==> config.mk <==
export PLATFORM = sky130hd
export DESIGN_NAME = sram_frame_writer
export DESIGN_NICKNAME = d
export VERILOG_FILES = /design/src/rtl/sram_frame_writer_pkg.sv /design/src/rtl/sram_frame_writer_pixel_fifo.sv /design/src/rtl/sram_frame_writer.sv
export SDC_FILE = /design/constraint.sdc
export NUM_CORES = 1
export LEC_CHECK = 0
export BUFFER_PORTS_ARGS = -buffer_cell sky130_fd_sc_hd__buf_2
export CAP_MARGIN = 20
export CORE_MARGIN = 4
export CORE_UTILIZATION = 51
export CTS_CLUSTER_SIZE = 16
export DETAILED_ROUTE_END_ITERATION = 12
export PLACE_DENSITY = 0.81
export SETUP_SLACK_MARGIN = 0.2
export SYNTH_ARGS = -nofsm -noshare
export SYNTH_HDL_FRONTEND = slang
export SYNTH_SLANG_ARGS = --single-unit
==> constraint.sdc <==
create_clock -name clk_in -period 1.98 [get_ports clk_in]
set_clock_uncertainty 0.05 [all_clocks]
set_input_delay 0.198 -clock clk_in [delete_from_list [all_inputs] [get_ports clk_in]]
set_output_delay 0.198 -clock clk_in [all_outputs]
set_load 0.01 [all_outputs]
==> src/rtl/sram_frame_writer_pkg.sv <==
// Shared constants for the SRAM frame writer: address/pixel widths and FSM encodings.
package sram_frame_writer_pkg;

  localparam int ADDR_W = 18;
  localparam int PIX_W  = 6;

  localparam logic [1:0] ST_IDLE   = 2'd0;
  localparam logic [1:0] ST_SETUP  = 2'd1;
  localparam logic [1:0] ST_STROBE = 2'd2;
  localparam logic [1:0] ST_HOLD   = 2'd3;

endpackage

==> src/rtl/sram_frame_writer_pixel_fifo.sv <==
// Show-ahead pixel FIFO with flush; head is valid whenever empty is low, 1-cycle push-to-head.
// Pushes into a full buffer land only if a pop or flush happens in the same cycle.
module pixel_fifo #(
  parameter int DEPTH = 4,
  parameter int WIDTH = 6
) (
  input  logic             clk_in,
  input  logic             reset,
  input  logic             push,
  input  logic             pop,
  input  logic             flush,
  input  logic [WIDTH-1:0] din,
  output logic [WIDTH-1:0] head,
  output logic             full,
  output logic             empty
);

  localparam int PW = $clog2(DEPTH);

  logic [PW:0]      wr_ptr_q, wr_ptr_d;
  logic [PW:0]      rd_ptr_q, rd_ptr_d;
  logic [WIDTH-1:0] mem_q [DEPTH];
  logic [WIDTH-1:0] mem_d [DEPTH];
  logic             do_push;
  logic             do_pop;
  logic [PW-1:0]    wr_idx;

  assign empty   = (wr_ptr_q == rd_ptr_q);
  assign full    = (wr_ptr_q[PW] != rd_ptr_q[PW]) && (wr_ptr_q[PW-1:0] == rd_ptr_q[PW-1:0]);
  assign head    = mem_q[rd_ptr_q[PW-1:0]];
  assign do_push = push && (!full || pop || flush);
  assign do_pop  = pop && !empty && !flush;
  // A flush restarts at slot 0 so a same-cycle push becomes the new head.
  assign wr_idx  = flush ? '0 : wr_ptr_q[PW-1:0];

  always_comb begin
    mem_d    = mem_q;
    wr_ptr_d = wr_ptr_q;
    rd_ptr_d = rd_ptr_q;
    if (do_push) mem_d[wr_idx] = din;
    if (flush) begin
      rd_ptr_d = '0;
      wr_ptr_d = do_push ? (PW+1)'(1) : '0;
    end else begin
      if (do_push) wr_ptr_d = wr_ptr_q + (PW+1)'(1);
      if (do_pop)  rd_ptr_d = rd_ptr_q + (PW+1)'(1);
    end
  end

  always_ff @(posedge clk_in or negedge reset) begin
    if (!reset) begin
      wr_ptr_q <= '0;
      rd_ptr_q <= '0;
      for (int i = 0; i < DEPTH; i++) mem_q[i] <= '0;
    end else begin
      wr_ptr_q <= wr_ptr_d;
      rd_ptr_q <= rd_ptr_d;
      mem_q    <= mem_d;
    end
  end

endmodule

==> src/rtl/sram_frame_writer.sv <==
// Streams captured RGB222 pixels into an async SRAM, one 3-cycle write (setup/strobe/hold) per pixel.
// Pixels arriving while the buffer is full are dropped and flagged; v_sync restarts the frame at address 0.
module sram_frame_writer
  import sram_frame_writer_pkg::*;
#(
  parameter int ADDR_W     = sram_frame_writer_pkg::ADDR_W,
  parameter int FIFO_DEPTH = 4
) (
  input  logic              clk_in,
  input  logic              reset,
  input  logic              rec,
  input  logic              rpi_DEN,
  input  logic [PIX_W-1:0]  pix_data,
  input  logic              v_sync_in,
  output logic [ADDR_W-1:0] addr,
  output logic [7:0]        io_out,
  output logic              io_oe,
  output logic              we,
  output logic [1:0]        frame_count,
  output logic              overflow,
  output logic              busy
);

  logic [1:0]        state_q, state_d;
  logic [ADDR_W-1:0] addr_q, addr_d;
  logic [PIX_W-1:0]  data_q, data_d;
  logic [1:0]        frame_q, frame_d;
  logic              overflow_q, overflow_d;
  logic              pending_q, pending_d;
  logic              vs_q;

  logic              vs_edge;
  logic              push_req;
  logic              pop;
  logic              start;
  logic              zero_addr;
  logic              drop;
  logic              fifo_full;
  logic              fifo_empty;
  logic [PIX_W-1:0]  fifo_head;

  assign vs_edge   = v_sync_in && !vs_q;
  assign push_req  = rpi_DEN && !rec;
  // Hold off a new write in the flush cycle so the old frame's head is never fetched.
  assign start     = !fifo_empty && !rec && !vs_edge;
  assign zero_addr = pending_q || vs_edge;
  assign drop      = push_req && fifo_full && !pop && !vs_edge;

  pixel_fifo #(
    .DEPTH (FIFO_DEPTH),
    .WIDTH (PIX_W)
  ) u_fifo (
    .clk_in (clk_in),
    .reset  (reset),
    .push   (push_req),
    .pop    (pop),
    .flush  (vs_edge),
    .din    (pix_data),
    .head   (fifo_head),
    .full   (fifo_full),
    .empty  (fifo_empty)
  );

  always_comb begin
    state_d    = state_q;
    addr_d     = addr_q;
    data_d     = data_q;
    pop        = 1'b0;
    pending_d  = zero_addr;
    frame_d    = vs_edge ? frame_q + 2'd1 : frame_q;
    overflow_d = vs_edge ? 1'b0 : (overflow_q || drop);
    case (state_q)
      ST_IDLE: begin
        if (start) begin
          state_d = ST_SETUP;
          pop     = 1'b1;
          data_d  = fifo_head;
          if (pending_q) begin
            addr_d    = '0;
            pending_d = 1'b0;
          end
        end
      end
      ST_SETUP:  state_d = ST_STROBE;
      ST_STROBE: state_d = ST_HOLD;
      ST_HOLD: begin
        // The finishing write keeps its address; a frame restart only retargets the next one.
        addr_d    = zero_addr ? '0 : addr_q + ADDR_W'(1);
        pending_d = 1'b0;
        if (start) begin
          state_d = ST_SETUP;
          pop     = 1'b1;
          data_d  = fifo_head;
        end else begin
          state_d = ST_IDLE;
        end
      end
      default: state_d = ST_IDLE;
    endcase
  end

  always_ff @(posedge clk_in or negedge reset) begin
    if (!reset) begin
      state_q    <= ST_IDLE;
      addr_q     <= '0;
      data_q     <= '0;
      frame_q    <= '0;
      overflow_q <= 1'b0;
      pending_q  <= 1'b0;
      vs_q       <= 1'b0;
    end else begin
      state_q    <= state_d;
      addr_q     <= addr_d;
      data_q     <= data_d;
      frame_q    <= frame_d;
      overflow_q <= overflow_d;
      pending_q  <= pending_d;
      vs_q       <= v_sync_in;
    end
  end

  assign addr        = addr_q;
  assign io_out      = {2'b00, data_q};
  assign io_oe       = (state_q != ST_IDLE);
  assign busy        = (state_q != ST_IDLE);
  assign we          = (state_q != ST_STROBE);
  assign frame_count = frame_q;
  assign overflow    = overflow_q;

endmodule

# After elaboration in Yosys (flattened, before gate mapping)
# Cells that the tools add are included.
[totals]
regBits = 61
output_inout_bits = 32
input_bits = 11
[op_classes]
n_addsub = 4
order_cmp = 3
muxes = 25
eq_ne = 9
n_reduce_logical = 30
bitwise = 2
[op_table]
columns = ["op", "count"]
rows = [
  ["$mux 18", 3],
  ["$pmux 18 s2", 1],
  ["$bwmux 24", 1],
  ["$add 18x1->18 const B", 1],
  ["$mux 6", 3],
  ["$bmux 6 s2", 1],
  ["$demux 6 s2", 1],
  ["$logic_and 1x1->1", 12],
  ["$mux 3", 4],
  ["$pmux 2 s4", 1],
  ["$reduce_bool 2->1", 4],
  ["$mux 1", 7],
  ["$add 3x1->3 const B", 2],
  ["$ge 3x3->1 const B", 2],
  ["$logic_not 1->1", 6],
  ["$ne 2x2->1 const B", 3],
  ["$not 2->3", 2],
  ["$eq 2x2->1 const B", 2],
  ["$logic_or 1x1->1", 4],
  ["$mux 2", 2],
  ["$eq 3x3->1", 1],
  ["$lt 3x1->1 const B", 1],
  ["$reduce_and 3->1", 1],
  ["$add 2x1->2 const B", 1],
  ["other kinds (7)", 7],
]

# Longest topological paths before layout
# Gate-level depths: netlist of run 1.
[depth]
word_depth = 11
depth_mapped = 8
mapped_depth_nobuf = 7

# Cells and area by module
# From an unflattened synthesis of run 1, not the netlist that was laid out.
[hier_totals]
hier_cells = 264
area_unflattened_um2 = 3105.5
[by_module_without_submodules]
columns = ["module", "area_each_um2", "n_inst", "cells_per_inst"]
rows = [
  ["sram_frame_writer", 1627.8, 1, 163],
  ["pixel_fifo", 1477.7, 1, 101],
]

# Worst setup path after synthesis of run 1
# No wires, ideal clock.
[synth_path]
path_kind = "reg2reg"
startpoint = "reg state_q[1]"
endpoint = "reg u_fifo.mem_q[0] (netlist bit)"
period_less_slack_ps = 2068
arrival_ps = 1893
setup_slack_ps = -88
stages_incl_launch_ff = 9
path_cell_list = "dfrtp_1 -> inv_1 -> ha_1 -> nor2_1 -> or3_4 -> o21a_4 -> and4_4 -> buf_6 -> mux2_4"
[synth_via]
elab_chain_len = 6
word_cells_on_any_way = 7
classes_between = "eq/ne (1); mux (1); reduce/logical (5)"
[synth_rtl]
columns = ["item", "line", "source"]
rows = [
  ["start: declaration", "sram_frame_writer.sv:24", "logic [1:0] state_q, state_d;"],
  ["start signal: assignment", "sram_frame_writer.sv:112", "state_q <= state_d;"],
  ["$eq 2x2->1 / $logic_not 2->1 (equally long branches)", "sram_frame_writer.sv:72", "case (state_q)"],
  ["$reduce_or 2->1 (no line) *", "-", ""],
  ["$mux 1 *", "-", ""],
  ["$logic_or 1x1->1 * (2 in a row)", "sram_frame_writer_pixel_fifo.sv:31", "assign do_push = push && (!full || pop || flush);"],
  ["$logic_and 1x1->1 *", "sram_frame_writer_pixel_fifo.sv:31", ""],
  ["end signal: assignment", "sram_frame_writer_pixel_fifo.sv:58", "mem_q <= mem_d;"],
  ["end: declaration", "sram_frame_writer_pixel_fifo.sv:22", "logic [WIDTH-1:0] mem_q [DEPTH];"],
]
# Mark *: on every way between the ends. The rest lies on a longest branch, timed or not.
# A chain may end at the register's enable or synchronous reset.

# Worst setup path in the final report of run 1
[layout_path]
startpoint = "reg state_q[0]"
endpoint = "reg u_fifo.mem_q[14] (netlist bit)"
# Same word-level chain as after synthesis.

==> results of run 1 <==
-- registers in the layout (all words and copies together) (netlist names) --
signal and flops:
u_fifo.mem_q 24, addr 18, data_q 6, u_fifo.rd_ptr_q 3
u_fifo.wr_ptr_q 3, frame_count 2, state_q 2, overflow 1
pending_q 1, vs_q 1
-- timing repair --
item | 4_1_cts | 5_1_grt
gates cloned | 0 | 1
resized for setup | 13 | 60
buffers inserted | 1 | 12
endpoints found under the setup margin | 48 | 50
endpoints found under the hold margin | 25 | 0
pin swaps | 4 | 15
hold buffers | 2 | 0
-- critical path, delay by kind of cell (launching register included) --
kind                       cells  cell delay [ns]
DFF                            1             0.40
adders and majority gates      1             0.20
and+or+nand+nor                3             0.59
AOI/OAI and AO/OA              1             0.14
buffers and inverters          1             0.08
muxes                          1             0.40
-- power by group through the flow --
stage,clock [mW],sequential (mW),combinational (mW)
after floorplan,0,1.92,1.31
after global placement,0,1.89,1.94
after detailed placement,0,1.92,2.03
after CTS,1.39,1.91,2.14
after global routing,1.45,1.97,2.83
final,1.38,1.93,2.66
-- logic make-up (layout without fill, tap and decap cells) --
| logic type | after synthesis | count (layout) | synth area share, % |
|---|---|---|---|
| xor+xnor | 12 | 12 | 3.43 |
| flops | 61 | 61 | 49.8 |
| buf+inv | 21 | 103 | 4.24 |
| simple gates | 82 | 82 | 13.6 |
| mux | 39 | 39 | 17.9 |
| compound gates | 40 | 40 | 8.52 |
| fa+ha+maj | 6 | 6 | 2.45 |
| other cells | 1 | 2 | 0.122 |
-- synthesized netlist by cell type (all sizes together) (2+ instances only) --
master	count	area, um^2
buf	11	92.6
nand3	9	45.0
nor2b	2	20.0
mux2i	3	30.0
dfrtp	61	1530
xor2	6	52.6
xnor2	6	52.6
ha	6	75.1
mux4	6	135
o21ai	21	105
a31oi	3	18.8
nor2	22	82.6
inv	8	30.0
and3	4	25.0
and2	3	18.8
clkbuf	2	7.51
mux2	30	383
nand2b	2	12.5
nand2	22	82.6
a21oi	6	30.0
nand4	10	62.6
or3	2	17.5
o31ai	3	22.5
-- cell type report --
cell class	count	area (um^2)
Fill cell	343	1590
Inverter	8	32.5
Clock inverter	7	124
Timing Repair Buffer	79	564
Multi-Input combinational cell	181	1620
Tap cell	72	90.1
Clock buffer	9	124
Sequential cell	61	1530
-- metal layers --
layer	global-route usage, %	up-vias	part of all wire [%]
met2	31.0	83	49
met1	27.6	1204	44
met4	7.05	0	1.2
met3	5.28	9	5.2
met5	0	-	0
li1	-	1089	-
-- per-stage QoR --
step	power, mW	util [%]
2_1_floorplan	3.23	-
3_3_place_gp	3.83	61.2
3_5_place_dp	3.94	61.2
4_1_cts	5.44	66.8
5_1_grt	6.25	71.9
6_report	5.97	71.9
-- worst min path at each step --
| stage | start | to | slack, ns | cells after the start |
|---|---|---|---|---|
| detailed placement | reset | u_fifo.mem_q[4] | 0.20 | 1 |
| global placement | reset | u_fifo.mem_q[4] | 0.19 | 1 |
| global route | pix_data[1] | u_fifo.mem_q[1] | 0.07 | 2 |
| CTS | pix_data[0] | u_fifo.mem_q[6] | 0.07 | 2 |
| floorplan | reset | addr[0] | -0.15 | 0 |
| finish | pix_data[0] | u_fifo.mem_q[6] | 0.07 | 2 |
-- layout by cell type (no fill, tap or decap), drive strengths merged, types with 2 or more instances in the layout --
master | synthesis | layout
inv | 8 | 8
clkinv | 0 | 3
nand2b | 2 | 2
o31ai | 3 | 3
nor2b | 2 | 2
nand3 | 9 | 9
xnor2 | 6 | 6
ha | 6 | 6
buf | 11 | 77
a31oi | 3 | 3
mux4 | 6 | 6
and3 | 4 | 4
clkbuf | 2 | 9
conb | 1 | 2
nand4 | 10 | 10
o21ai | 21 | 21
or3 | 2 | 2
nand2 | 22 | 22
and2 | 3 | 3
mux2i | 3 | 3
a21oi | 6 | 6
bufinv | 0 | 3
nor2 | 22 | 22
dlygate4sd3 | 0 | 2
dfrtp | 61 | 61
mux2 | 30 | 30
xor2 | 6 | 6
==> qor.txt, run 1 <==
CP arrival: 2.16 ns
Max stage delay cell, worst path: dfrtp_1
Logic pwr share: 44.5%
Distinct cells, synth: 44
Max clock buf depth: 2
global-route wire length before repair: 11,300 um
root buf cell: clkbuf_8
Fin Setup TNS: 0 ns
area of placed instances: 3470 um^2
Critical Path Source: state_q[0]
RePlAce Congestion: 0.803
CTS tree: built
clk_lat worst skew: 0.36 ns
CP cell instances: inv_2, ha_4, nor2_1, or3_4, o21a_4, nor3b_4, mux2_2
Int Pwr: 3.94 mW
Hold WC Path Type: input pin to flop
initial core utilization: 54.1%
pwr dens: 1460 nW/um^2
initial antenna violation count: 0
slew margin rel.: 57.3%
nets@finish: 357
Crit path largest cell delay: 0.40 ns
Final Instance Count excl. Fillers: 417
Tcrit/Tclk final: 99.8%
static leakage: 1.91 nW
Finished Cell Area: 4080 um^2
setup ws final: 0.00471 ns
final wirelength: 7740 um
Cells after Synth: 262
endpoint class of the critical path: flop
clock share of power: 23.1%
die area: 7320 um^2
largest net degree at the start of global routing: 27
CTS Sinks: 61
final-report hold violation count: 0
Seq pwr share: 32.3%
CTS H-tree lvls: 3
Syn Area/Cell: 11.7 um^2
wire length per cell: 18.6 um
Crit path required time: 2.17 ns
initial DRC count: 192
placed cells: 385
vias in the first global route: 2,270
fmax: 506 MHz
Chip Width: 85.6 um
Net Switching: 2.03 mW
final setup violation count: 0
CTS buffer count: 9
sw frac: 34.0%
row count: 27
Die Ht: 85.6 um
Area Growth Syn to Fin: 33.1%
Yosys Warn Count: 0
IO Port Bufs: 40
worst-path maximum fanout: 6
reg2reg start: state_q[0]
DRC: 0
flop-to-flop setup slack: 0.005 ns
# diodes: 0
minimum clock period: 1.98 ns
vias per inst: 5.72
Syn Std Cell Area: 3070 um^2
# IOs: 43
DRT Pass-1 Iters: 4
reg2reg path depth: 7
DPL Wire Length: 4740 um
startpoint types: flop
post-route ant nets: 0
Post-synth top flop: dfrtp_1
Seq/Total Area, Yosys: 49.8%
Setup CP Type: flop to flop
Max VDD drop: 0.684 mV
max-cap violations: 0
Seq cells post-synth: 61
ratio of cells with drive above 1 in the final layout: 48.7%
CORE AREA: 5680 um^2
Worst-path clk slew: 0.08 ns
GR Util All Layers: 20.1%
RSZ-0062 raised after global routing: true
Hold Worst Slack: 0.0701 ns
status: finished clean
EDFF count, synth: 0
via count: 2,385
Place WS: -0.0996 ns
crit path to: u_fifo.mem_q[14]
grt ovf: 0
Async S/R FF share, synth: 100%
Slew @ Worst Pin: 0.640 ns
fin. max-slew vios: 0
RR Endpoint: u_fifo.mem_q[14]
Note: power is estimated with default switching activity, not from simulation.
==> inputs of run 2 (changes only) <==
--- a/config.mk
+++ b/config.mk
@@ -7,8 +7,10 @@
 export LEC_CHECK = 0
 export BUFFER_PORTS_ARGS = -buffer_cell sky130_fd_sc_hd__buf_2
 export CAP_MARGIN = 20
+export CELL_PAD_IN_SITES_DETAIL_PLACEMENT = 1
+export CELL_PAD_IN_SITES_GLOBAL_PLACEMENT = 1
 export CORE_MARGIN = 4
-export CORE_UTILIZATION = 51
+export CORE_UTILIZATION = 41
 export CTS_CLUSTER_SIZE = 16
 export DETAILED_ROUTE_END_ITERATION = 12
 export PLACE_DENSITY = 0.81
==> constraint.sdc (replaced) <==
create_clock -name clk_in -period 1.98 [get_ports clk_in]
set_clock_uncertainty 0.05 [all_clocks]
set_input_delay 0.297 -clock clk_in [delete_from_list [all_inputs] [get_ports clk_in]]
set_output_delay 0.297 -clock clk_in [all_outputs]
set_load 0.01 [all_outputs]
==> run 2 against run 1 <==
Effect of this change:
- the run now ends with negative setup slack left
- design area down 5.3%
- via count down 2.8%
- cell count rose by 5.3%
- critical path type unchanged
- highest routed layer unchanged
==> qor.txt, run 2 (synthesis gave the netlist of run 1 again) <==
Area Growth Syn to Fin: 26.0%
CORE AREA: 7250 um^2
Tcrit/Tclk final: 102%
fin. max-slew vios: 0
vias per inst: 5.28
initial core utilization: 42.3%
pwr dens: 1340 nW/um^2
grt ovf: 0
worst-path maximum fanout: 5
# IOs: 43
largest net degree at the start of global routing: 62
final wirelength: 8150 um
vias in the first global route: 2,584
CTS buffer count: 9
status: finished with violations
Largest Register: u_fifo.mem_q
post-route ant nets: 0
GR Util All Layers: 19.4%
CP arrival: 2.18 ns
die area: 8930 um^2
CTS H-tree lvls: 3
ratio of cells with drive above 1 in the final layout: 44.1%
startpoint types: flop
initial DRC count: 144
global-route wire length before repair: 13,200 um
Chip Width: 94.5 um
final-report hold violation count: 0
setup ws final: -0.0349 ns
Max VDD drop: 0.574 mV
Max clock buf depth: 2
Setup CP Type: flop to flop
max-cap violations: 0
DRT Pass-1 Iters: 4
placed cells: 413
wire length per cell: 18.6 um
minimum clock period: 2.01 ns
Tot Pwr: 5.19 mW
most common cell after layout, fill and taps aside: dfrtp_1
Hold WC Path Type: input pin to flop
CTS Sinks: 61
CTS tree: built
nets@finish: 352
FILL cells: 784
number of flip-flops in the largest register: 24
root buf cell: clkbuf_8
failing checks: negative setup slack
final setup violation count: 9
via count: 2,319
DRC: 0
initial antenna violation count: 0
Crit path required time: 2.15 ns
Worst-path clk slew: 0.07 ns
fmax: 496 MHz
row count: 31
Die Ht: 94.5 um
most frequent cells in the layout: dfrtp_1 (60), buf_2 (40), buf_4 (26)
RSZ-0062 raised after global routing: true
Worst Hold Depth: 1
endpoint class of the critical path: flop
static leakage: 1.77 nW
RePlAce Congestion: 0.797
clk_lat worst skew: 0.34 ns
IO Port Bufs: 40
DPL Wire Length: 5300 um
reg2reg path depth: 8
Final Instance Count excl. Fillers: 439
# diodes: 0
[run 2: cell count changes in the layout (fill, tap and decap cells not counted), moves of 7 or more]
cell     delta
o21ai_2     -7
o21ai_0     +7
mux2_2      +8
mux2_4      -8
[run 2: worst max-delay path: stages, from the launching register on]
cell and delay [ns]:
dfrtp_1 0.37, inv_2 0.06, ha_4 0.27, nor2_2 0.03, or3_4 0.33, o21a_4 0.22, nor3b_4 0.16, buf_6 0.14
mux2_2 0.27
[run 2: where the power goes]
part           switching, mW  internal (mW)
Sequential             0.277           1.66
Combinational           1.08           1.23
Clock                  0.497          0.446
Total                   1.86           3.33
[run 2: metrics by stage]
step	utilization (%)	TNS, ns	setup slack, ns	hold slack (ns)	instance area [um^2]
floorplan	-	-0.658	-0.0614	-0.0486	3090
global placement	48.4	-0.354	-0.0488	0.282	3510
detailed placement	48.4	-1.64	-0.144	0.285	3510
CTS	52.0	-0.0122	-0.00804	0.0370	3770
global route	53.3	-0.950	-0.0819	0.0374	3870
finish	53.3	-0.203	-0.0349	0.0470	3870
[run 2: layout make-up]
cell class,count,area (um^2),area share [%]
sequential,61,1530,39.5
multi-input combinational,181,1520,39.4
timing repair buffer,74,502,13.0
clock buffer,11,131,3.40
tap,99,124,3.20
inverter,8,30.0,0.777
clock inverter,5,27.5,0.712
[run 2: timing repair]
item	CTS	global route
hold endpoints to repair	61	0
pin swaps	4	2
setup endpoints to repair	45	48
hold buffers	1	0
gates resized for setup	17	18
buffers inserted	4	4
gates cloned	0	1
[run 2: worst paths after layout]
check / start / to / slack (ns)
min in group asynchronous: reset / data_q[5] / 0.46
max: state_q[1] / u_fifo.mem_q[13] / -0.03
max in group asynchronous: reset / addr[1] / 1.14
max reg2reg: state_q[1] / u_fifo.mem_q[13] / -0.03
min: v_sync_in / vs_q / 0.05
min reg2reg: frame_count[1] / frame_count[1] / 0.43
[run 2: metal layers]
layer | GRT usage (%) | share of wire, %
met4 | 7.21 | 2.0
met1 | 23.6 | 43
met3 | 2.79 | 2.3
met2 | 34.6 | 53
met5 | 0 | 0
